File: src/rtl/tcs_pkg.sv
// Shared types and constants for the TCS3200-class colour meter.
//   state_t    : frame sequencing states
//   FILT_*     : {s2,s3} photodiode filter-select codes
//   ch_to_filt : channel index (0=R,1=G,2=B,3=Clear) to filter code
package tcs_pkg;

  typedef enum logic [2:0] {
    IDLE,
    SETTLE,
    GATE,
    STORE,
    PUBLISH
  } state_t;

  localparam logic [1:0] FILT_R = 2'b00;
  localparam logic [1:0] FILT_G = 2'b11;
  localparam logic [1:0] FILT_B = 2'b01;
  localparam logic [1:0] FILT_C = 2'b10;

  function automatic logic [1:0] ch_to_filt(input logic [1:0] idx);
    case (idx)
      2'd0:    return FILT_R;
      2'd1:    return FILT_G;
      2'd2:    return FILT_B;
      default: return FILT_C;
    endcase
  endfunction

endpackage

File: src/rtl/tcs_edge_sync.sv
// Synchroniser plus rising-edge detector for the asynchronous sensor output.
//   clk  : system clock
//   rst  : synchronous active-high reset
//   din  : asynchronous input
//   rise : registered 1-cycle pulse per synchronised rising edge
// din to rise latency is SYNC_STAGES+1 clocks, so a counter using rise
// updates SYNC_STAGES+1 edges after din is first sampled high.
module tcs_edge_sync #(
  parameter int SYNC_STAGES = 2
) (
  input  logic clk,
  input  logic rst,
  input  logic din,
  output logic rise
);

  logic [SYNC_STAGES-1:0] sync;
  logic                   last;

  always_ff @(posedge clk) begin
    if (rst) begin
      sync <= '0;
      last <= 1'b0;
      rise <= 1'b0;
    end else begin
      sync <= {sync[SYNC_STAGES-2:0], din};
      last <= sync[SYNC_STAGES-1];
      rise <= sync[SYNC_STAGES-1] & ~last;
    end
  end

endmodule

File: src/rtl/tcs_color_meter.sv
// Colour-sensor front end: steps the filter select through NUM_CH channels,
// counts sensor edges in a fixed gate window per channel and publishes one
// atomic frame of counts. Single-shot or continuous.
//   clk, rst        : clock, synchronous active-high reset
//   start           : 1-cycle request, begins a frame when idle
//   cont            : restart immediately after each frame
//   scale           : latched onto {s0,s1} at each frame start
//   sensor_out      : asynchronous sensor frequency output
//   s0,s1 / s2,s3   : sensor scaling / filter-select pins
//   oe_n, busy      : sensor output enable (low while busy), frame in progress
//   frame_vld       : 1-cycle pulse, counts/sat updated this cycle
//   counts, sat     : per-channel counts [i*CNT_W +: CNT_W] and saturation flags
module tcs_color_meter
  import tcs_pkg::*;
#(
  parameter int NUM_CH        = 4,
  parameter int CNT_W         = 16,
  parameter int GATE_CYCLES   = 50000,
  parameter int SETTLE_CYCLES = 500,
  parameter int SYNC_STAGES   = 2
) (
  input  logic                    clk,
  input  logic                    rst,
  input  logic                    start,
  input  logic                    cont,
  input  logic [1:0]              scale,
  input  logic                    sensor_out,
  output logic                    s0,
  output logic                    s1,
  output logic                    s2,
  output logic                    s3,
  output logic                    oe_n,
  output logic                    busy,
  output logic                    frame_vld,
  output logic [NUM_CH*CNT_W-1:0] counts,
  output logic [NUM_CH-1:0]       sat
);

  localparam int MAX_WIN = (GATE_CYCLES > SETTLE_CYCLES) ? GATE_CYCLES : SETTLE_CYCLES;
  localparam int WCNT_W  = $clog2(MAX_WIN + 1);
  localparam logic [WCNT_W-1:0] SETTLE_LOAD = WCNT_W'(SETTLE_CYCLES - 1);
  localparam logic [WCNT_W-1:0] GATE_LOAD   = WCNT_W'(GATE_CYCLES - 1);
  localparam logic [1:0]        LAST_CH     = 2'(NUM_CH - 1);

  state_t                    state;
  state_t                    next_state;
  logic [WCNT_W-1:0]         wcnt;
  logic [1:0]                ch;
  logic [CNT_W-1:0]          cnt;
  logic [NUM_CH*CNT_W-1:0]   shadow;
  logic [NUM_CH-1:0]         sat_sh;
  logic                      rise;
  logic                      frame_go;
  logic                      enter_settle;
  logic                      enter_gate;

  tcs_edge_sync #(
    .SYNC_STAGES(SYNC_STAGES)
  ) u_sync (
    .clk  (clk),
    .rst  (rst),
    .din  (sensor_out),
    .rise (rise)
  );

  // Filter select follows the channel register directly.
  assign {s2, s3} = ch_to_filt(ch);

  always_ff @(posedge clk) begin
    if (rst) state <= IDLE;
    else     state <= next_state;
  end

  always_comb begin
    next_state   = state;
    frame_go     = 1'b0;
    enter_settle = 1'b0;
    enter_gate   = 1'b0;
    unique case (state)
      IDLE: begin
        if (start) begin
          next_state   = SETTLE;
          frame_go     = 1'b1;
          enter_settle = 1'b1;
        end
      end
      SETTLE: begin
        if (wcnt == '0) begin
          next_state = GATE;
          enter_gate = 1'b1;
        end
      end
      GATE: begin
        if (wcnt == '0) next_state = STORE;
      end
      STORE: begin
        if (ch == LAST_CH) begin
          next_state = PUBLISH;
        end else begin
          next_state   = SETTLE;
          enter_settle = 1'b1;
        end
      end
      PUBLISH: begin
        if (cont) begin
          next_state   = SETTLE;
          frame_go     = 1'b1;
          enter_settle = 1'b1;
        end else begin
          next_state = IDLE;
        end
      end
      default: next_state = IDLE;
    endcase
  end

  always_ff @(posedge clk) begin
    if (rst) begin
      wcnt      <= '0;
      ch        <= '0;
      cnt       <= '0;
      shadow    <= '0;
      sat_sh    <= '0;
      s0        <= 1'b0;
      s1        <= 1'b0;
      busy      <= 1'b0;
      oe_n      <= 1'b1;
      frame_vld <= 1'b0;
      counts    <= '0;
      sat       <= '0;
    end else begin
      // Window counter: loaded with N-1 on entry so each phase lasts N cycles.
      if (enter_settle) begin
        wcnt <= SETTLE_LOAD;
      end else if (enter_gate) begin
        wcnt <= GATE_LOAD;
      end else if ((state == SETTLE || state == GATE) && wcnt != '0) begin
        wcnt <= wcnt - 1'b1;
      end

      // Clearing on the SETTLE->GATE edge drops an edge seen in the last
      // SETTLE cycle while still counting one seen in the first GATE cycle.
      if (enter_gate) begin
        cnt <= '0;
      end else if (state == GATE && rise && cnt != '1) begin
        cnt <= cnt + 1'b1;
      end

      if (frame_go) begin
        {s0, s1} <= scale;
        ch       <= '0;
        busy     <= 1'b1;
        oe_n     <= 1'b0;
      end

      if (state == STORE) begin
        shadow[int'(ch)*CNT_W +: CNT_W] <= cnt;
        sat_sh[ch]                     <= &cnt;
        if (ch != LAST_CH) ch <= ch + 2'd1;
      end

      frame_vld <= (state == PUBLISH);
      if (state == PUBLISH) begin
        counts <= shadow;
        sat    <= sat_sh;
        if (!cont) begin
          busy <= 1'b0;
          oe_n <= 1'b1;
        end
      end
    end
  end

endmodule

File: config.mk
export PLATFORM = sky130hd
export DESIGN_NAME = tcs_color_meter
export DESIGN_NICKNAME = d
export VERILOG_FILES = /design/src/rtl/tcs_pkg.sv /design/src/rtl/tcs_edge_sync.sv /design/src/rtl/tcs_color_meter.sv
export SDC_FILE = /design/constraint.sdc
export NUM_CORES = 1
export LEC_CHECK = 0
export ABC_CLOCK_PERIOD_IN_PS = 3000
export BUFFER_PORTS_ARGS = -buffer_cell sky130_fd_sc_hd__buf_4
export CAP_MARGIN = 5
export CORE_MARGIN = 2
export CORE_UTILIZATION = 45
export CTS_CLUSTER_SIZE = 16
export DETAILED_ROUTE_END_ITERATION = 6
export HOLD_SLACK_MARGIN = 0.15
export SLEW_MARGIN = 15
export SYNTH_ARGS = -nofsm -noshare
export SYNTH_HDL_FRONTEND = slang
export SYNTH_SLANG_ARGS = --single-unit
File: constraint.sdc
create_clock -name clk -period 3 [get_ports clk]
set_input_delay 0.3 -clock clk [delete_from_list [all_inputs] [get_ports clk]]
set_output_delay 0.3 -clock clk [all_outputs]
set_load 0.005 [all_outputs]
# ---- Yosys cells after proc, flatten, opt, wreduce, memory -nomap -nowiden
# Cells that the tools add are included.
dict set report classes {
  n_addsub 4
  mul 0
  n_div 0
  magnitude_cmp 2
  eq_ne 12
  n_shift 2
  n_mux 30
  n_bitwise 2
  n_reduce_logical 16
}
# op count
set ops {}
lappend ops {{$bwmux 64} 1}
lappend ops {{$shift 16x33->64 const A} 1}
lappend ops {{$shiftx 16x33->64} 1}
lappend ops {{$neg 6->33} 1}
lappend ops {{$mux 16} 2}
lappend ops {{$add 16x1->16 const B} 1}
lappend ops {{$logic_not 16->1} 1}
lappend ops {{$ne 16x16->1 const B} 1}
lappend ops {{$reduce_and 16->1} 1}
lappend ops {{$reduce_bool 16->1} 1}
lappend ops {{$sub 16x1->16 const B} 1}
lappend ops {{$pmux 3 s5} 1}
lappend ops {{$mux 1} 13}
lappend ops {{$mux 3} 4}
lappend ops {{$mux 9} 1}
lappend ops {{$ne 2x2->1 const B} 4}
lappend ops {{$eq 3x2->1 const B} 2}
lappend ops {{$mux 2} 3}
lappend ops {{$pmux 2 s3} 1}
lappend ops {{$bwmux 4} 1}
lappend ops {{$eq 2x2->1 const B} 2}
lappend ops {{$logic_and 1x1->1} 4}
lappend ops {{$reduce_or 2->1} 2}
lappend ops {{$eq 3x1->1 const B} 1}
lappend ops {{other kinds (17)} 17}
dict set report totals {
  reg_bits 182
  latch_bits 0
  ramBits 0
  mem_bits_ro 0
  input_bits 7
  out_inout_bits 75
  word_cells 86
  n_memories 0
}

# ---- Depth between registers and ports, before layout
dict set report depth {
  word_depth 6
  ltp_mapped 9
}

# ---- By module
# Synthesis repeated with hierarchy kept, for this count alone.
dict set report unflattened {
  cells_unflattened 869
  hier_area_um2 7156.9
}
# mod instances cells_per_inst area_per_inst_um2 seq_area_each_um2
set by_module_without_submodules {}
lappend by_module_without_submodules {tcs_color_meter 1 861 7045.5 3563.4}
lappend by_module_without_submodules {tcs_edge_sync 1 8 111.4 80.1}

# ---- Worst setup path after synthesis
# Ideal clock, no wire load.
dict set report synth_path {
  path_type {register to register}
  startpoint {register wcnt[0]}
  endpoint {register cnt[0]}
  setup_time_ns 0.115
  arrival_ns 2.201
  setup_slack_ns 0.684
  path_stages_with_launch 10
  path_buffers 2
  synth_period_minus_slack_ns 2.316
  cell_sequence {dfxtp_1 -> inv_1 -> ha_1 -> or3b_2 -> or4_4 -> or3_1 -> buf_6 -> nand2_8 -> buf_12 -> nor2_1}
}
dict set report synth_between {
  elab_chain_cells 4
}
# item line_no
set synth_lines {}
lappend synth_lines {{start, declared} tcs_color_meter.sv:47} ;# logic [WCNT_W-1:0] wcnt;
lappend synth_lines {{start signal, assigned} tcs_color_meter.sv:138} ;# wcnt <= wcnt - 1'b1;
lappend synth_lines {{$logic_not 16->1} tcs_color_meter.sv:88} ;# if (wcnt == '0) begin
lappend synth_lines {{$mux 1} tcs_color_meter.sv:88}
lappend synth_lines {{$mux 1} tcs_color_meter.sv:79} ;# unique case (state)
lappend synth_lines {{$reduce_or 2->1 (no line)} n/a}
lappend synth_lines {{end signal, assigned} tcs_color_meter.sv:146} ;# cnt <= cnt + 1'b1;
lappend synth_lines {{end, declared} tcs_color_meter.sv:49} ;# logic [CNT_W-1:0] cnt;
# No other way between the ends.
# A chain may end at the register's enable or synchronous reset.

# ---- Final worst setup path
dict set report layout_path {
  startpoint {register wcnt[0]}
  endpoint {register wcnt[4]}
}
dict set report layout_between {
  elab_chain_cells 5
}
# item
set layout_lines {}
lappend layout_lines {{parallel branches: the longest is 5 deep, another holds $sub 16x1->16}}
# Parallel ways; which one is timed is not known. The select of a mux whose other input is x is not followed.

==> results.sh <==
export IMPL_worstSetupPathType="flop to flop"
export IMPL_ys_flop_type="dfxtp_1"
export IMPL_p_total_mw=5.106
export IMPL_synth_top_area_cell="dfxtp_1"
export IMPL_crit_path_max_fanout=17
export IMPL_synthTopCellsByArea="dfxtp_1 (51%), nand2_1 (12%), a21oi_1 (10%), nand3_1 (5.7%), clkbuf_1 (3.2%)"
export IMPL_finalCriticalPeriod_ns=2.567
export IMPL_worst_path_stages=7
export IMPL_postLayoutCellArea_sq_um=8523
export IMPL_timing_final_crit_share_pct=85.56
export IMPL_worst_path_dominant_cell_family="simple AND/OR/NAND/NOR gates"
export IMPL_power_density_nw_per_um2=599.1
export IMPL_power_leakage_nw=3.064
export IMPL_syn_inst=875
export IMPL_grtUsageTotal_pct=21.27
export IMPL_drive_gt1_share_pct=15.20
export IMPL_viasPerCell=5.287
export IMPL_start_kind="flop"
export IMPL_clk_pin_slew_ns=0.07
export IMPL_slowest_stage="or3_1"
export IMPL_num_io_pins=82
export IMPL_area_delta_synth_final_pct=19.85
export IMPL_drv_slew=0
export IMPL_h_tree_depth=4
export IMPL_die_w_um=129.7
export IMPL_die_area_sq_um=16830
export IMPL_synth_seq_cells=182
export IMPL_wire_per_inst_um=15.18
export IMPL_vias=6091
export IMPL_final_cell_mix="nand2_1 (222), dfxtp_1 (182), a21oi_1 (144)"
export IMPL_hpwl_mm=11.80
export IMPL_grt_pass1_vias=5761
export IMPL_status="complete, no violations"
export IMPL_vdd_drop_max_mv=0.3627
export IMPL_syn_area_sq_um=7112
export IMPL_critical_path_max_stage_delay_ns=0.57
export IMPL_globalplace_congestion=0.8708
export IMPL_final_common_cell="nand2_1"
export IMPL_netlist_area_leader_share_pct=51.23
export IMPL_num_antenna_cells=0
export IMPL_rows=45
export IMPL_core_area_sq_um=15310
export IMPL_die_h_um=129.7
export IMPL_routed_wl_mm=17.49
export IMPL_tns_ns=0
export IMPL_cp_end_kind="flop"
export IMPL_fin_util_pct=55.65
export IMPL_synth_edff_count=0
export IMPL_cp_required_ns=3.28
export IMPL_synthArstFlopShare_pct=0
export IMPL_drt_pass1_iterations=4
export IMPL_avgSynthCellArea_sq_um=8.128
export IMPL_hold_depth=4
export IMPL_slew_headroom_pct=46.31
export IMPL_rr_worst_depth=7
export IMPL_max_freq_mhz=389.6
export IMPL_rrSetupSlack_ns=0.43
export IMPL_ys_warn_count=0
export IMPL_synth_nets=892
export IMPL_antenna_found_initial=0
export IMPL_fin_nets=947
export IMPL_ys_types=52
export IMPL_start_util_pct=46.44
export IMPL_cp_cell_sequence="inv_1 > ha_1 > or3b_2 > or4_4 > or3_1 > nand2_8 > o22ai_1"
export IMPL_dpl_cell_area_sq_um=7871
export IMPL_hp_class="primary input to flop"
export IMPL_clk_latency_ns=0.43
export IMPL_final_hold_viol_count=0
export IMPL_cts_num_sinks=182
export IMPL_cts_buffer_depth=2
export IMPL_maxCapViolCount=0
export IMPL_cts_tree="built"
export IMPL_grt_overflow=0
export IMPL_rsz0062_at_grt="false"
export IMPL_arrival_ns=2.84
export IMPL_drc=0
export IMPL_finalSetupViolations=0
export IMPL_final_antenna_net_count=0
export IMPL_nFillCells=1470
export IMPL_portBuffers=81
export IMPL_fin_skew_ns=0.01120
export IMPL_critPathBufInv=1
export IMPL_worst_pin_slew_ns=0.8054
export IMPL_grt_max_degree=80
export IMPL_grt_pass1_wl_mm=28.58
export IMPL_root_buffer="clkbuf_16"
export IMPL_synth_yosys_seq_area_share_pct=51.23
export IMPL_cts_buffers=17
export IMPL_drtIter0Drc=391
## through the flow
stage	setup slack, ns	instances	hold slack, ns
after detailed placement	0.4603	1119	0.3748
after CTS	0.4430	1152	0.2168
after floorplan	0.6844	875	0.3674
after global placement	0.4597	1119	0.3733
final	0.4333	1152	0.2269
after global routing	0.3256	1152	0.2676
## what timing repair did
| action | in CTS | in global routing |
|---|---|---|
| gates resized for setup | 0 | 0 |
| hold buffers | 3 | 0 |
| endpoints found under the hold margin | 3 | 0 |
| buffers inserted | 0 | 0 |
## Yosys cell counts, drive strengths merged, types with 2 or more instances
library cell  instances
clkbuf               62
and4                  3
or3                   2
o21ai                 3
nor3                 14
ha                   10
mux2i                 4
nand4                14
inv                   9
and3                  5
buf                   5
a211oi                3
nor2                 34
or4                   6
xnor2                 3
nand3                81
xor2                 21
dfxtp               182
nor4                  6
nand2               224
and2                  6
nor3b                 6
a21oi               144
a31oi                 5
nor2b                 4
o31a                  2
## layout make-up
type                            instances  area [sq um]  area share, %
Sequential cell                       182          3643          42.75
Multi-Input combinational cell        617          3154          37.01
Timing Repair Buffer                  103         805.8          9.454
Clock buffer                           17         425.4          4.991
Tap cell                              211         264.0          3.097
Clock inverter                         13         196.4          2.305
Inverter                                9         33.78         0.3964
## kinds of logic (layout without fill, tap and decap cells)
family,count (synthesis),count (layout),share of synthesized area (%)
buf+inv,76,142,4.469
mux,5,5,0.7213
flops,182,182,51.23
compound gates,167,167,12.53
xor+xnor,24,24,2.956
simple gates,411,411,26.34
fa+ha+maj,10,10,1.759
## registers in the layout (all words and copies together) (netlist names)
name         cells
ch               2
cnt             16
shadow          64
u_sync.rise      1
wcnt            16
frame_vld        1
sat              4
busy             1
s1               1
u_sync.last      1
sat_sh           4
counts          64
u_sync.sync      2
s0               1
oe_n             1
state            3
## path summary, 6_finish.rpt
check | from | end
worst max-delay path | wcnt[0] | wcnt[4]
worst min-delay path | cont | oe_n
worst max register to register | wcnt[0] | wcnt[4]
worst min register to register | u_sync.last | u_sync.rise
## worst min-delay path: cells and delay by family
kind / cells / cell delay (ns)
buffers and inverters: 2 / 0.17
AOI/OAI and AO/OA: 2 / 0.14
## layer usage
layer,wire length (um),vias to the layer above,global-route usage (%),share of wire [%]
li1,-,3068,-,-
met1,8511,2868,28.98,49
met2,8111,128,33.94,46
met5,0,-,0,0
met4,294,0,7.527,1.7
met3,569,27,4.100,3.3
## power breakdown
group / switching (mW) / internal, mW
Sequential: 0.0384 / 2.45
Combinational: 0.166 / 0.108
Clock: 0.942 / 1.40
Total: 1.15 / 3.96
(Power assumes the default switching activity.)
